File: config.mk
export PLATFORM = sky130hd
export DESIGN_NAME = if_stage_flat
export DESIGN_NICKNAME = d
export VERILOG_FILES = /design/src/rtl/mips_pkg.sv /design/src/rtl/if_stage_if.sv /design/src/rtl/pipe_reg_ifid.sv /design/src/rtl/if_stage.sv /design/src/flat_wrapper.sv
export SDC_FILE = /design/constraint.sdc
export NUM_CORES = 1
export LEC_CHECK = 0
export BUFFER_PORTS_ARGS = -buffer_cell sky130_fd_sc_hd__buf_2
export CORE_MARGIN = 3
export CORE_UTILIZATION = 30
export DETAILED_ROUTE_END_ITERATION = 6
export GPL_TIMING_DRIVEN = 0
export PLACE_DENSITY = 0.55
export SETUP_SLACK_MARGIN = 0.05
export SYNTH_ARGS = -nofsm -noshare
export SYNTH_HDL_FRONTEND = slang
export SYNTH_SLANG_ARGS = --single-unit
File: constraint.sdc
create_clock -name clk -period 6.7 [get_ports clk]
set_input_delay 1.34 -clock clk [delete_from_list [all_inputs] [get_ports clk]]
set_output_delay 1.34 -clock clk [all_outputs]
set_load 0.03 [all_outputs]
File: src/rtl/mips_pkg.sv
// mips_pkg: constants and types shared by the mips_pipelined stages.
//   NOP_WORD  - encoding of sll $0,$0,0, the word placed in a flushed slot
//   RESET_PC  - default fetch address after reset
//   OP_*      - primary opcode field values used by decode and benches
//   ifid_t    - contents of the IF/ID pipeline register
package mips_pkg;

    localparam logic [31:0] NOP_WORD = 32'h0000_0000;
    localparam logic [31:0] RESET_PC = 32'h0000_0000;

    localparam logic [5:0] OP_RTYPE = 6'd0;
    localparam logic [5:0] OP_J     = 6'd2;
    localparam logic [5:0] OP_BEQ   = 6'd4;
    localparam logic [5:0] OP_LW    = 6'd35;
    localparam logic [5:0] OP_SW    = 6'd43;

    typedef struct packed {
        logic [31:0] instr;
        logic [31:0] pc4;
        logic        valid;
    } ifid_t;

    // Redirect targets are silently word-aligned; misaligned low bits are dropped.
    function automatic logic [31:0] word_align(input logic [31:0] addr);
        return {addr[31:2], 2'b00};
    endfunction

endpackage

File: src/rtl/if_stage_if.sv
// if_stage_if: groups every non-clock/reset signal of the fetch stage.
//   control in : stall, jmp_taken/jmp_target, br_taken/br_target
//   imem       : imem_addr (out), imem_rdata (in, combinational read)
//   IF/ID out  : ifid_instr, ifid_pc4, ifid_valid
//   status     : pc, fetch_count
// master = the fetch stage itself, slave = its surroundings.
interface if_stage_if;
    logic        stall;
    logic        jmp_taken;
    logic [31:0] jmp_target;
    logic        br_taken;
    logic [31:0] br_target;
    logic [31:0] imem_addr;
    logic [31:0] imem_rdata;
    logic [31:0] pc;
    logic [31:0] ifid_instr;
    logic [31:0] ifid_pc4;
    logic        ifid_valid;
    logic [31:0] fetch_count;

    modport master (
        input  stall, jmp_taken, jmp_target, br_taken, br_target, imem_rdata,
        output imem_addr, pc, ifid_instr, ifid_pc4, ifid_valid, fetch_count
    );

    modport slave (
        output stall, jmp_taken, jmp_target, br_taken, br_target, imem_rdata,
        input  imem_addr, pc, ifid_instr, ifid_pc4, ifid_valid, fetch_count
    );
endinterface

File: src/rtl/pipe_reg_ifid.sv
// pipe_reg_ifid: generic pipeline register with hold and clear.
//   clk, rst : clock, synchronous active-high reset (loads CLR_VAL)
//   hold     : keep current contents
//   clear    : load CLR_VAL (bubble); wins over hold
//   d, q     : W-bit payload in/out
// Written width-generic so the later ID/EX, EX/MEM and MEM/WB registers
// can reuse it with their own payload struct.
module pipe_reg_ifid #(
    parameter int           W       = 65,
    parameter logic [W-1:0] CLR_VAL = '0
) (
    input  logic         clk,
    input  logic         rst,
    input  logic         hold,
    input  logic         clear,
    input  logic [W-1:0] d,
    output logic [W-1:0] q
);

    always_ff @(posedge clk) begin
        if (rst || clear) begin
            q <= CLR_VAL;
        end else if (!hold) begin
            q <= d;
        end
    end

endmodule

File: src/rtl/if_stage.sv
// if_stage: instruction-fetch stage of mips_pipelined.
//   clk, rst : clock, synchronous active-high reset
//   bus      : if_stage_if.master (redirects, stall, imem port, IF/ID outputs)
// Holds the PC and next-PC mux, drives the instruction memory address, and
// owns the IF/ID register. Edge priority: rst > branch > jump > stall > fetch.
module if_stage #(
    parameter logic [31:0] RESET_PC = mips_pkg::RESET_PC,
    parameter logic [31:0] NOP_WORD = mips_pkg::NOP_WORD
) (
    input  logic       clk,
    input  logic       rst,
    if_stage_if.master bus
);
    import mips_pkg::*;

    logic [31:0] pc_q;
    logic [31:0] pc_plus4;
    logic [31:0] pc_next;
    logic [31:0] count_q;
    logic        redirect;
    logic        advance;
    ifid_t       ifid_d;
    ifid_t       ifid_q;

    assign pc_plus4 = pc_q + 32'd4;
    assign redirect = bus.br_taken | bus.jmp_taken;
    assign advance  = !redirect && !bus.stall;

    // Branch is older than the jump sitting in ID, so it takes precedence.
    always_comb begin
        pc_next = pc_plus4;
        if (bus.br_taken) begin
            pc_next = word_align(bus.br_target);
        end else if (bus.jmp_taken) begin
            pc_next = word_align(bus.jmp_target);
        end else if (bus.stall) begin
            pc_next = pc_q;
        end
    end

    always_ff @(posedge clk) begin
        if (rst) begin
            pc_q <= RESET_PC;
        end else begin
            pc_q <= pc_next;
        end
    end

    always_ff @(posedge clk) begin
        if (rst) begin
            count_q <= '0;
        end else if (advance) begin
            count_q <= count_q + 32'd1;
        end
    end

    assign ifid_d = '{instr: bus.imem_rdata, pc4: pc_plus4, valid: 1'b1};

    // Any redirect kills the word fetched this cycle (branch shadow or the
    // jump's delay slot), so clear takes priority over stall.
    pipe_reg_ifid #(
        .W       ($bits(ifid_t)),
        .CLR_VAL ({NOP_WORD, 32'h0000_0000, 1'b0})
    ) u_ifid (
        .clk   (clk),
        .rst   (rst),
        .hold  (bus.stall),
        .clear (redirect),
        .d     (ifid_d),
        .q     (ifid_q)
    );

    assign bus.imem_addr   = pc_q;
    assign bus.pc          = pc_q;
    assign bus.ifid_instr  = ifid_q.instr;
    assign bus.ifid_pc4    = ifid_q.pc4;
    assign bus.ifid_valid  = ifid_q.valid;
    assign bus.fetch_count = count_q;

endmodule

File: src/flat_wrapper.sv
// flat-port wrapper written by rule: the top's interface ports become plain ports
module if_stage_flat import mips_pkg::*;
#(
    parameter logic [31:0] RESET_PC = mips_pkg::RESET_PC,
    parameter logic [31:0] NOP_WORD = mips_pkg::NOP_WORD
)
  (clk, rst, bus_stall, bus_jmp_taken, bus_jmp_target, bus_br_taken, bus_br_target, bus_imem_rdata, bus_imem_addr, bus_pc, bus_ifid_instr, bus_ifid_pc4, bus_ifid_valid, bus_fetch_count);
  if_stage_if bus_i ();
  input  logic clk;
  input  logic rst;
  input wire logic [$bits(bus_i.stall)-1:0] bus_stall;
  input wire logic [$bits(bus_i.jmp_taken)-1:0] bus_jmp_taken;
  input wire logic [$bits(bus_i.jmp_target)-1:0] bus_jmp_target;
  input wire logic [$bits(bus_i.br_taken)-1:0] bus_br_taken;
  input wire logic [$bits(bus_i.br_target)-1:0] bus_br_target;
  input wire logic [$bits(bus_i.imem_rdata)-1:0] bus_imem_rdata;
  output wire logic [$bits(bus_i.imem_addr)-1:0] bus_imem_addr;
  output wire logic [$bits(bus_i.pc)-1:0] bus_pc;
  output wire logic [$bits(bus_i.ifid_instr)-1:0] bus_ifid_instr;
  output wire logic [$bits(bus_i.ifid_pc4)-1:0] bus_ifid_pc4;
  output wire logic [$bits(bus_i.ifid_valid)-1:0] bus_ifid_valid;
  output wire logic [$bits(bus_i.fetch_count)-1:0] bus_fetch_count;
  assign bus_i.stall = bus_stall;
  assign bus_i.jmp_taken = bus_jmp_taken;
  assign bus_i.jmp_target = bus_jmp_target;
  assign bus_i.br_taken = bus_br_taken;
  assign bus_i.br_target = bus_br_target;
  assign bus_i.imem_rdata = bus_imem_rdata;
  assign bus_imem_addr = bus_i.imem_addr;
  assign bus_pc = bus_i.pc;
  assign bus_ifid_instr = bus_i.ifid_instr;
  assign bus_ifid_pc4 = bus_i.ifid_pc4;
  assign bus_ifid_valid = bus_i.ifid_valid;
  assign bus_fetch_count = bus_i.fetch_count;
  if_stage #(.RESET_PC(RESET_PC), .NOP_WORD(NOP_WORD)) u_core (.clk(clk), .rst(rst), .bus(bus_i));
endmodule
---- After elaboration in Yosys (flattened, before gate mapping) ----
Index checks and enable logic that the tools add are counted.
operators by class
  multiplexer cells ....................... 3
  bitwise gates (word level) .............. 1
  reductions and logical operators ........ 5
  equality and inequality tests ........... 1
  add/sub/neg operators ................... 2
operator list
  operator               count
  $mux 32                3
  $add 32x1->32 const B  1
  $add 32x3->32 const B  1
  $ne 3x1->1 const B     1
  $reduce_or 3->1        1
  $logic_not 1->1        2
  $logic_and 1x1->1      1
  $logic_or 1x1->1       1
  $or 1x1->1             1
storage, ports and cells
  register bits ........................... 129
  bits of input ports ..................... 101

---- Depth between registers and ports, before layout ----
Gate-level depths: netlist of the first run.
  depth after elaboration ................. 4
  gate-level depth with buffers ........... 7
  mapped depth without buffers ............ 6

---- Cells and area by module ----
A second synthesis of the first run with hierarchy kept.
second synthesis, totals
  cells, all modules ...................... 735
  area, all modules ....................... 6422.4 µm²
modules (own cells, without submodules)
  module         seq. area each (µm²)  cells each  area an instance (µm²)  instances
  if_stage       1241.2                525         4083.9                  1
  pipe_reg_ifid  1301.2                210         2338.5                  1

---- Least setup slack after synthesis of the first run ----
No wires, ideal clock.
  path kind ............................... input-to-reg
  start point ............................. in bus_stall
  end point ............................... reg u_core.count_q[31], in the netlist u_core.bus.fetch_count[31]
  data arrival time ....................... 2958 ps
  path slack .............................. 3614 ps
  stages on the path ...................... 7
  required time ........................... 6572 ps
  library setup time ...................... 128 ps
  cells stage by stage .................... clkbuf_1 or4b_1 or2_2 buf_2 nor4_1 xnor2_1 nor2_1
on the way
  cells in the longest elaborated chain, start to end .. 2
RTL lines
  item                    line                RTL
  start: declaration      flat_wrapper.sv:11  input wire logic [$bits(bus_i.stall)-1:0] bus_stall;
  $logic_not 1->1         if_stage.sv:27      assign advance = !redirect && !bus.stall;
  $logic_and 1x1->1       if_stage.sv:27
  end signal: assignment  if_stage.sv:53      count_q <= count_q + 32'd1;
  end: declaration        if_stage.sv:19      logic [31:0] count_q;
Every way passes these cells.
A chain may end at the register's enable or synchronous reset.

---- Final worst setup path of the first run ----
  start point ............................. in bus_br_taken
  end point ............................... reg u_core.pc_q[20], in the netlist u_core.bus.imem_addr[20]
on the way
  cells in the longest elaborated chain, start to end .. 1
  elaborated cells between the ends (all ways) .. 2
  classes of those cells .................. 1 x eq/ne; 1 x mux
RTL lines
  item                                             line                RTL
  start: declaration                               flat_wrapper.sv:14  input wire logic [$bits(bus_i.br_taken)-1:0] bus_br_taken;
  $ne 3x1->1 (no line) or $mux 32 (tied branches)  -
  end signal: assignment                           if_stage.sv:45      pc_q <= pc_next;
  end: declaration                                 if_stage.sv:16      logic [31:0] pc_q;
Several ways; a longest one is shown, not always the timed one.

==> impl_metrics.xml, run 1 <==
<?xml version="1.0" encoding="UTF-8"?>
<metrics>
  <group name="clock_tree">
    <metric name="cts.sinks" unit="">125</metric>
    <metric name="max_root_sink_buffers" unit="">2</metric>
    <metric name="worstSkewPairLatency" unit="ns">0.42</metric>
    <metric name="cts_hold_repair.buffers" unit="">0</metric>
    <metric name="cts_post_setup_buffers_inserted" unit="">0</metric>
    <metric name="tritoncts" unit="">built</metric>
    <metric name="cts_buffers" unit="">17</metric>
    <metric name="post_cts_resized" unit="">0</metric>
    <metric name="clk_pin_slew" unit="ns">0.06</metric>
    <metric name="cts_root_buf" unit="">clkbuf_16</metric>
    <metric name="htreeDepth" unit="">4</metric>
  </group>
  <group name="critical_path">
    <metric name="critPathArrivalTime" unit="ns">3.68</metric>
    <metric name="timing.setup.critical_path_class" unit="">input pin to flip-flop</metric>
    <metric name="critPathLaunchType" unit="">input pin</metric>
    <metric name="rrSetupSlack" unit="ns">3.99</metric>
    <metric name="critical_path_peak_fanout" unit="">10</metric>
    <metric name="end_kind" unit="">flip-flop</metric>
    <metric name="ff2ff_path_depth" unit="">6</metric>
    <metric name="r2r_start" unit="">u_core.bus.imem_addr[2]</metric>
    <metric name="worst_setup_startpoint" unit="">bus_br_taken</metric>
    <metric name="timing.critical_path.required" unit="ns">7.03</metric>
  </group>
  <group name="drt">
    <metric name="vias" unit="">6482</metric>
    <metric name="firstDrtPassIters" unit="">7</metric>
    <metric name="via_per_inst" unit="">4.937</metric>
    <metric name="drt-wirelength-per-cell" unit="µm">17.50</metric>
    <metric name="drt_wl_total" unit="µm">22980</metric>
    <metric name="routed_antenna_nets" unit="">0</metric>
    <metric name="drcViolationCount" unit="">0</metric>
    <metric name="drt_iter0_drc" unit="">327</metric>
  </group>
  <group name="die">
    <metric name="pin_count" unit="">262</metric>
    <metric name="die_w" unit="µm">151.0</metric>
    <metric name="die_h" unit="µm">151.0</metric>
    <metric name="floorplan.die_area" unit="µm²">22790</metric>
    <metric name="total_core_area" unit="µm²">20430</metric>
    <metric name="num_rows" unit="">52</metric>
    <metric name="start_util" unit="">0.3086</metric>
  </group>
  <group name="power_and_ir_drop">
    <metric name="power.static_leakage" unit="nW">3.811</metric>
    <metric name="design_power_total" unit="W">0.002084</metric>
    <metric name="power_per_cell_area" unit="nW/µm²">244.5</metric>
    <metric name="ir_drop" unit="mV">0.1740</metric>
  </group>
  <group name="logic_synthesis">
    <metric name="synth_ff_type" unit="">dfxtp_1</metric>
    <metric name="post_synthesis_async_set_or_reset_flop_share" unit="">0</metric>
    <metric name="yosys_warnings" unit="">0</metric>
    <metric name="share_of_the_yosys_chip_area_belonging_to_registers" unit="">0.3969</metric>
    <metric name="synthesis.area_per_instance" unit="µm²">8.318</metric>
    <metric name="multiplexer_fraction_of_the_synthesized_cell_area" unit="">0.06668</metric>
    <metric name="syn_inst" unit="">758</metric>
    <metric name="number_of_flops_mapped_to_enable_cells_by_yosys" unit="">0</metric>
    <metric name="post-synth-top-area-fraction" unit="">0.3969</metric>
    <metric name="combinational_family_with_the_most_area_after_synthesis" unit="">simple AND/OR/NAND/NOR gates</metric>
    <metric name="synth_area" unit="µm²">6305</metric>
    <metric name="synthXorXnorAreaFrac" unit="">0.07779</metric>
    <metric name="post_synth_main_area_contributors" unit="">dfxtp_1 40%, mux2i_1 6.7%, nor2_1 6.2%, xnor2_1 4.4%, buf_4 4.4%</metric>
    <metric name="synth_top_cell_by_area" unit="">dfxtp_1</metric>
    <metric name="cell_variety_after_synth" unit="">62</metric>
    <metric name="synth-adder-area-share" unit="">0.003969</metric>
    <metric name="ys_ff_latch" unit="">125</metric>
    <metric name="most_frequently_used_cell_type_in_the_post_synthesis_netlist" unit="">dfxtp_1</metric>
    <metric name="synth_commonest_cells" unit="">125 x dfxtp_1, 104 x nor2_1, 53 x nand2_1, 44 x a21oi_1, 42 x mux2i_1</metric>
    <metric name="synth-compound-area-share" unit="">0.1465</metric>
    <metric name="synth-simple-area-share" unit="">0.2250</metric>
  </group>
  <group name="placed_design">
    <metric name="placed_cells" unit="">1281</metric>
    <metric name="gp_congestion" unit="">0.8843</metric>
    <metric name="place.port_buffers" unit="">248</metric>
    <metric name="dp.final_hpwl" unit="µm">17430</metric>
  </group>
  <group name="global_routing">
    <metric name="grt_first_pass_wirelength" unit="µm">34640</metric>
    <metric name="grt-ovfl-total" unit="">0</metric>
    <metric name="antenna_found_initial" unit="">1</metric>
    <metric name="grt_max_degree" unit="">17</metric>
    <metric name="first_global_vias" unit="">6155</metric>
    <metric name="grt_use_total" unit="">0.1969</metric>
  </group>
  <group name="outcome">
    <metric name="status" unit="">finished clean</metric>
  </group>
  <group name="final_layout">
    <metric name="drive_above_1_share" unit="">0.3241</metric>
    <metric name="syn_to_final_growth" unit="%">35.17</metric>
    <metric name="number_of_fill_cells_in_the_layout" unit="">2190</metric>
    <metric name="post-route-util" unit="">0.4171</metric>
    <metric name="antenna_cells" unit="">0</metric>
    <metric name="final_cell_count_no_fill" unit="">1313</metric>
    <metric name="finish.net_count" unit="">1133</metric>
  </group>
  <group name="timing">
    <metric name="hold_viol_final" unit="">0</metric>
    <metric name="final.min_clock_period" unit="ns">3.347</metric>
    <metric name="worst_slew_pin_slew" unit="ns">1.309</metric>
    <metric name="rsz0062_at_grt" unit="">false</metric>
    <metric name="layout_worst_path_cycle_share" unit="">0.4996</metric>
    <metric name="fin_worst_skew" unit="ns">0.01034</metric>
    <metric name="fin_setup_tns" unit="ns">0</metric>
    <metric name="setup-violations-final" unit="">0</metric>
    <metric name="max_clock_freq" unit="MHz">298.8</metric>
    <metric name="relSlewSlack" unit="">0.1203</metric>
    <metric name="report.final.slew_viol_count" unit="">0</metric>
    <metric name="worst_hold_slack_across_all_endpoints" unit="ns">0.4448</metric>
  </group>
  <group name="hold_path">
    <metric name="min-delay-start" unit="">u_core.u_ifid.q[0]</metric>
    <metric name="worst_hold_path_type" unit="">flip-flop to flip-flop</metric>
    <metric name="holdPathStages" unit="">1</metric>
  </group>
  <group name="flow_run">
    <metric name="maxCapViolCount" unit="">0</metric>
  </group>
</metrics>
worst paths after layout:
check | endpoint
hold / removal | u_core.u_ifid.q[0]
setup / recovery | u_core.bus.imem_addr[20]
setup reg to reg | u_core.bus.imem_addr[18]
hold reg to reg | u_core.u_ifid.q[0]
worst max-delay path, stage by stage:
cell      delay, ns
clkbuf_1       0.25
clkbuf_1       0.46
buf_1          0.60
clkbuf_1       0.64
a21oi_1        0.15
a211oi_1       0.23
cells in the final DEF, fill, tap and decap left out, types with 6 or more instances in the layout:
cell type  instances
buf_2            252
dfxtp_1          125
nor2_1           104
nand2_1           53
a21oi_1           44
mux2i_1           42
o21ai_0           38
buf_4             37
clkbuf_1          36
xnor2_1           32
xor2_1            24
nand3_1           22
nor3_1            22
nor4_1            21
clkbuf_16         17
nand4_1           15
inv_1             10
a211oi_1          10
o22ai_1            9
and4_1             7
and3_1             7
or2_2              6
or3_1              6
o211ai_1           6
conb_1             6
inv_6              6
layer usage:
| metal | GRT usage | share of wire | vias up |
|---|---|---|---|
| li1 | - | - | 3195 |
| met4 | 0.06392 | 0.023 | 2 |
| met1 | 0.2467 | 0.42 | 2987 |
| met3 | 0.05566 | 0.083 | 34 |
| met5 | 0 | 0.00087 | - |
| met2 | 0.3269 | 0.47 | 264 |
flip-flops by register name (all words and copies together) (netlist names):
| register | flops |
|---|---|
| u_core.u_ifid.q | 63 |
| u_core.bus.fetch_count | 32 |
| u_core.bus.imem_addr | 30 |
metrics by stage:
| step | setup WS, ns | cell area (µm²) |
|---|---|---|
| 5_1_grt | 3.241 | 8522 |
| 3_5_place_dp | 2.956 | 7903 |
| 3_3_place_gp | 2.956 | 7903 |
| 4_1_cts | 3.382 | 8522 |
| 6_report | 3.353 | 8522 |
| 2_1_floorplan | 3.614 | 6324 |
area by class of cell:
type                    count  area (µm²)  area share
flip-flops and latches    125        2502      0.2936
inverters                  11       41.29    0.004845
well taps                 270       337.8     0.03964
clock inverters            14       180.2     0.02114
plain buffers              85       479.2     0.05623
repair buffers            248        1241      0.1456
multi-input cells         542        3301      0.3873
clock buffers              18       439.2     0.05153
kinds of logic (layout without fill, tap and decap cells):
kind of cell / Yosys count / count (layout)
xor+xnor: 56 / 56
buf+inv: 96 / 376
simple gates: 288 / 288
fa+ha+maj: 2 / 2
compound gates: 148 / 148
mux: 42 / 42
flops: 125 / 125
other cells: 1 / 6
where the power goes:
part	internal, W	switching [W]
combinational	0.000114	0.000193
clock	0.000602	0.000377
sequential	0.000765	0.0000333
Note: power is estimated with default switching activity, not from simulation.
==> inputs of run 2 (changes only) <==
--- a/config.mk
+++ b/config.mk
@@ -10,7 +10,7 @@
 export CORE_UTILIZATION = 30
 export DETAILED_ROUTE_END_ITERATION = 6
 export GPL_TIMING_DRIVEN = 0
-export PLACE_DENSITY = 0.55
+export PLACE_DENSITY = 0.57
 export SETUP_SLACK_MARGIN = 0.05
 export SYNTH_ARGS = -nofsm -noshare
 export SYNTH_HDL_FRONTEND = slang
==> constraint.sdc (replaced) <==
create_clock -name clk -period 2.7 [get_ports clk]
set_input_delay 0.54 -clock clk [delete_from_list [all_inputs] [get_ports clk]]
set_output_delay 0.54 -clock clk [all_outputs]
set_load 0.03 [all_outputs]
==> run 2 against run 1 <==
Against the previous run:
- register-to-register slack lost 3.8 ns
- worst hold slack worse by 0.089 ns
- global-route usage about the same
- critical path type is now flip-flop to flip-flop
- non-clock buffer count did not move
- clock skew down 0.0012 ns
- largest power group unchanged
- first-iteration DRC count increased by 8.0%
==> impl_metrics.xml, run 2 (same netlist as run 1, synthesis figures left out) <==
<?xml version="1.0" encoding="UTF-8"?>
<metrics>
  <group name="critical_path">
    <metric name="timing.setup.critical_path_class" unit="">flip-flop to flip-flop</metric>
    <metric name="critical_path_peak_fanout" unit="">8</metric>
    <metric name="worstPathCellList" unit="">nand4_2 &gt; or3_4 &gt; or4_2 &gt; mux2i_1 &gt; a2111oi_1</metric>
    <metric name="critPathLaunchType" unit="">flip-flop</metric>
    <metric name="worst_stage_delay_on_the_critical_path" unit="ns">0.69</metric>
    <metric name="end_kind" unit="">flip-flop</metric>
    <metric name="timing.critical_path.buf_inv" unit="">0</metric>
    <metric name="rrSetupSlack" unit="ns">0.14</metric>
    <metric name="crit_path_top_delay_cell" unit="">or4_2</metric>
    <metric name="critPathArrivalTime" unit="ns">2.85</metric>
    <metric name="cp_top_family" unit="">simple AND/OR/NAND/NOR gates</metric>
    <metric name="timing.critical_path.required" unit="ns">3.00</metric>
  </group>
  <group name="drt">
    <metric name="drt_iter0_drc" unit="">353</metric>
    <metric name="vias" unit="">6516</metric>
    <metric name="drcViolationCount" unit="">0</metric>
    <metric name="routed_antenna_nets" unit="">0</metric>
    <metric name="via_per_inst" unit="">4.970</metric>
    <metric name="drt-wirelength-per-cell" unit="µm">17.62</metric>
    <metric name="drt_wl_total" unit="µm">23100</metric>
    <metric name="firstDrtPassIters" unit="">5</metric>
  </group>
  <group name="clock_tree">
    <metric name="cts_post_setup_buffers_inserted" unit="">0</metric>
    <metric name="tritoncts" unit="">built</metric>
    <metric name="clk_pin_slew" unit="ns">0.06</metric>
    <metric name="cts_root_buf" unit="">clkbuf_16</metric>
    <metric name="cts_hold_repair.buffers" unit="">0</metric>
    <metric name="cts_buffers" unit="">17</metric>
    <metric name="max_root_sink_buffers" unit="">2</metric>
    <metric name="cts.sinks" unit="">125</metric>
    <metric name="worstSkewPairLatency" unit="ns">0.41</metric>
    <metric name="htreeDepth" unit="">4</metric>
  </group>
  <group name="timing">
    <metric name="relSlewSlack" unit="">0.3906</metric>
    <metric name="worst_slew_pin_slew" unit="ns">0.9071</metric>
    <metric name="rsz0062_at_grt" unit="">false</metric>
    <metric name="worst_hold_slack_across_all_endpoints" unit="ns">0.3557</metric>
    <metric name="layout_worst_path_cycle_share" unit="">0.9469</metric>
    <metric name="max_clock_freq" unit="MHz">391.1</metric>
    <metric name="fin_setup_tns" unit="ns">0</metric>
    <metric name="report.final.slew_viol_count" unit="">0</metric>
    <metric name="setup-violations-final" unit="">0</metric>
    <metric name="hold_viol_final" unit="">0</metric>
    <metric name="fin_worst_skew" unit="ns">0.009089</metric>
    <metric name="final.min_clock_period" unit="ns">2.557</metric>
  </group>
  <group name="final_layout">
    <metric name="largest_register_ffs" unit="">63</metric>
    <metric name="multiInputGateArea" unit="µm²">3319</metric>
    <metric name="commonest_non_fill_non_tap_cell_in_the_layout" unit="">buf_2</metric>
    <metric name="most_frequent_cells_in_the_layout" unit="">252 x buf_2, 124 x dfxtp_1, 104 x nor2_1</metric>
    <metric name="finish.net_count" unit="">1133</metric>
    <metric name="antenna_cells" unit="">0</metric>
    <metric name="largest-register" unit="">u_core.u_ifid.q</metric>
    <metric name="ff_latch_area" unit="µm²">2504</metric>
    <metric name="number_of_fill_cells_in_the_layout" unit="">2136</metric>
    <metric name="syn_to_final_growth" unit="%">36.14</metric>
    <metric name="drive_above_1_share" unit="">0.3266</metric>
    <metric name="post-route-util" unit="">0.4201</metric>
    <metric name="finish.instance_area" unit="µm²">8583</metric>
  </group>
  <group name="power_and_ir_drop">
    <metric name="ir_drop" unit="mV">0.3961</metric>
    <metric name="power_per_cell_area" unit="nW/µm²">623.7</metric>
    <metric name="power.static_leakage" unit="nW">3.828</metric>
  </group>
  <group name="die">
    <metric name="die_h" unit="µm">151.0</metric>
    <metric name="floorplan.die_area" unit="µm²">22790</metric>
    <metric name="num_rows" unit="">52</metric>
    <metric name="start_util" unit="">0.3086</metric>
    <metric name="die_w" unit="µm">151.0</metric>
    <metric name="total_core_area" unit="µm²">20430</metric>
    <metric name="pin_count" unit="">262</metric>
  </group>
  <group name="hold_path">
    <metric name="worst_hold_path_type" unit="">input pin to flip-flop</metric>
  </group>
  <group name="placed_design">
    <metric name="gp_congestion" unit="">0.8512</metric>
    <metric name="place.port_buffers" unit="">248</metric>
    <metric name="dp.final_hpwl" unit="µm">17540</metric>
    <metric name="detailed_place.area" unit="µm²">7903</metric>
  </group>
  <group name="global_routing">
    <metric name="grt_first_pass_wirelength" unit="µm">34780</metric>
    <metric name="first_global_vias" unit="">6210</metric>
    <metric name="grt_use_total" unit="">0.1973</metric>
    <metric name="grt_max_degree" unit="">17</metric>
    <metric name="antenna_found_initial" unit="">2</metric>
    <metric name="grt-ovfl-total" unit="">0</metric>
  </group>
  <group name="outcome">
    <metric name="status" unit="">finished clean</metric>
  </group>
  <group name="flow_run">
    <metric name="maxCapViolCount" unit="">0</metric>
  </group>
</metrics>
[run 2: cell count changes in the layout (fill, tap and decap cells not counted), sizes merged]
cell and change:
clkinvlp +1, clkinv -1, inv -6, clkbuf +1
bufinv +3
[run 2: layout make-up]
| class | count | share of cell area |
|---|---|---|
| buffer | 85 | 0.05598 |
| clock buffer | 19 | 0.05160 |
| clock inverter | 11 | 0.02522 |
| inverter | 11 | 0.004810 |
| multi-input combinational | 542 | 0.3867 |
| sequential | 125 | 0.2917 |
| tap | 270 | 0.03936 |
| timing repair buffer | 248 | 0.1446 |
[run 2: per-layer routing]
layer / global-route usage / vias to the layer above / part of all wire
met5: 0 / - / 0.0012
met4: 0.06618 / 4 / 0.023
met3: 0.05566 / 49 / 0.076
met2: 0.3271 / 255 / 0.47
met1: 0.2470 / 3024 / 0.43
li1: - / 3184 / -
[run 2: worst paths after layout]
kind	end	cells after the start	from
min reg2reg	u_core.u_ifid.q[0]	1	u_core.u_ifid.q[0]
min	u_core.u_ifid.q[44]	3	bus_imem_rdata[11]
max reg2reg	u_core.bus.imem_addr[29]	5	u_core.bus.imem_addr[8]
max	u_core.bus.imem_addr[29]	5	u_core.bus.imem_addr[8]
[run 2: what timing repair did]
| item | CTS | global route |
|---|---|---|
| gates resized for setup | 0 | 7 |
| setup endpoints to repair | 0 | 5 |
| endpoints found under the hold margin | 0 | 0 |
[run 2: tightest hold or removal path, cell delays in order]
cell     delay [ns]
buf_2          0.07
mux2i_1        0.05
nor2_1         0.07
[run 2: per-stage QoR]
stage | power [W] | std cells | setup slack [ns]
after floorplan | 0.002504 | 763 | 0.1926
after global placement | 0.002777 | 1281 | -0.1310
after detailed placement | 0.002786 | 1281 | -0.1830
after CTS | 0.005403 | 1311 | 0.08418
after global routing | 0.005558 | 1311 | 0.05155
final | 0.005354 | 1311 | 0.1434
[run 2: power by group]
group	internal [W]	total [W]	switching, W
clock network	0.00175	0.00261	0.000860
registers	0.00190	0.00198	0.0000830
logic	0.000283	0.000765	0.000482
total	0.00393	0.00535	0.00142
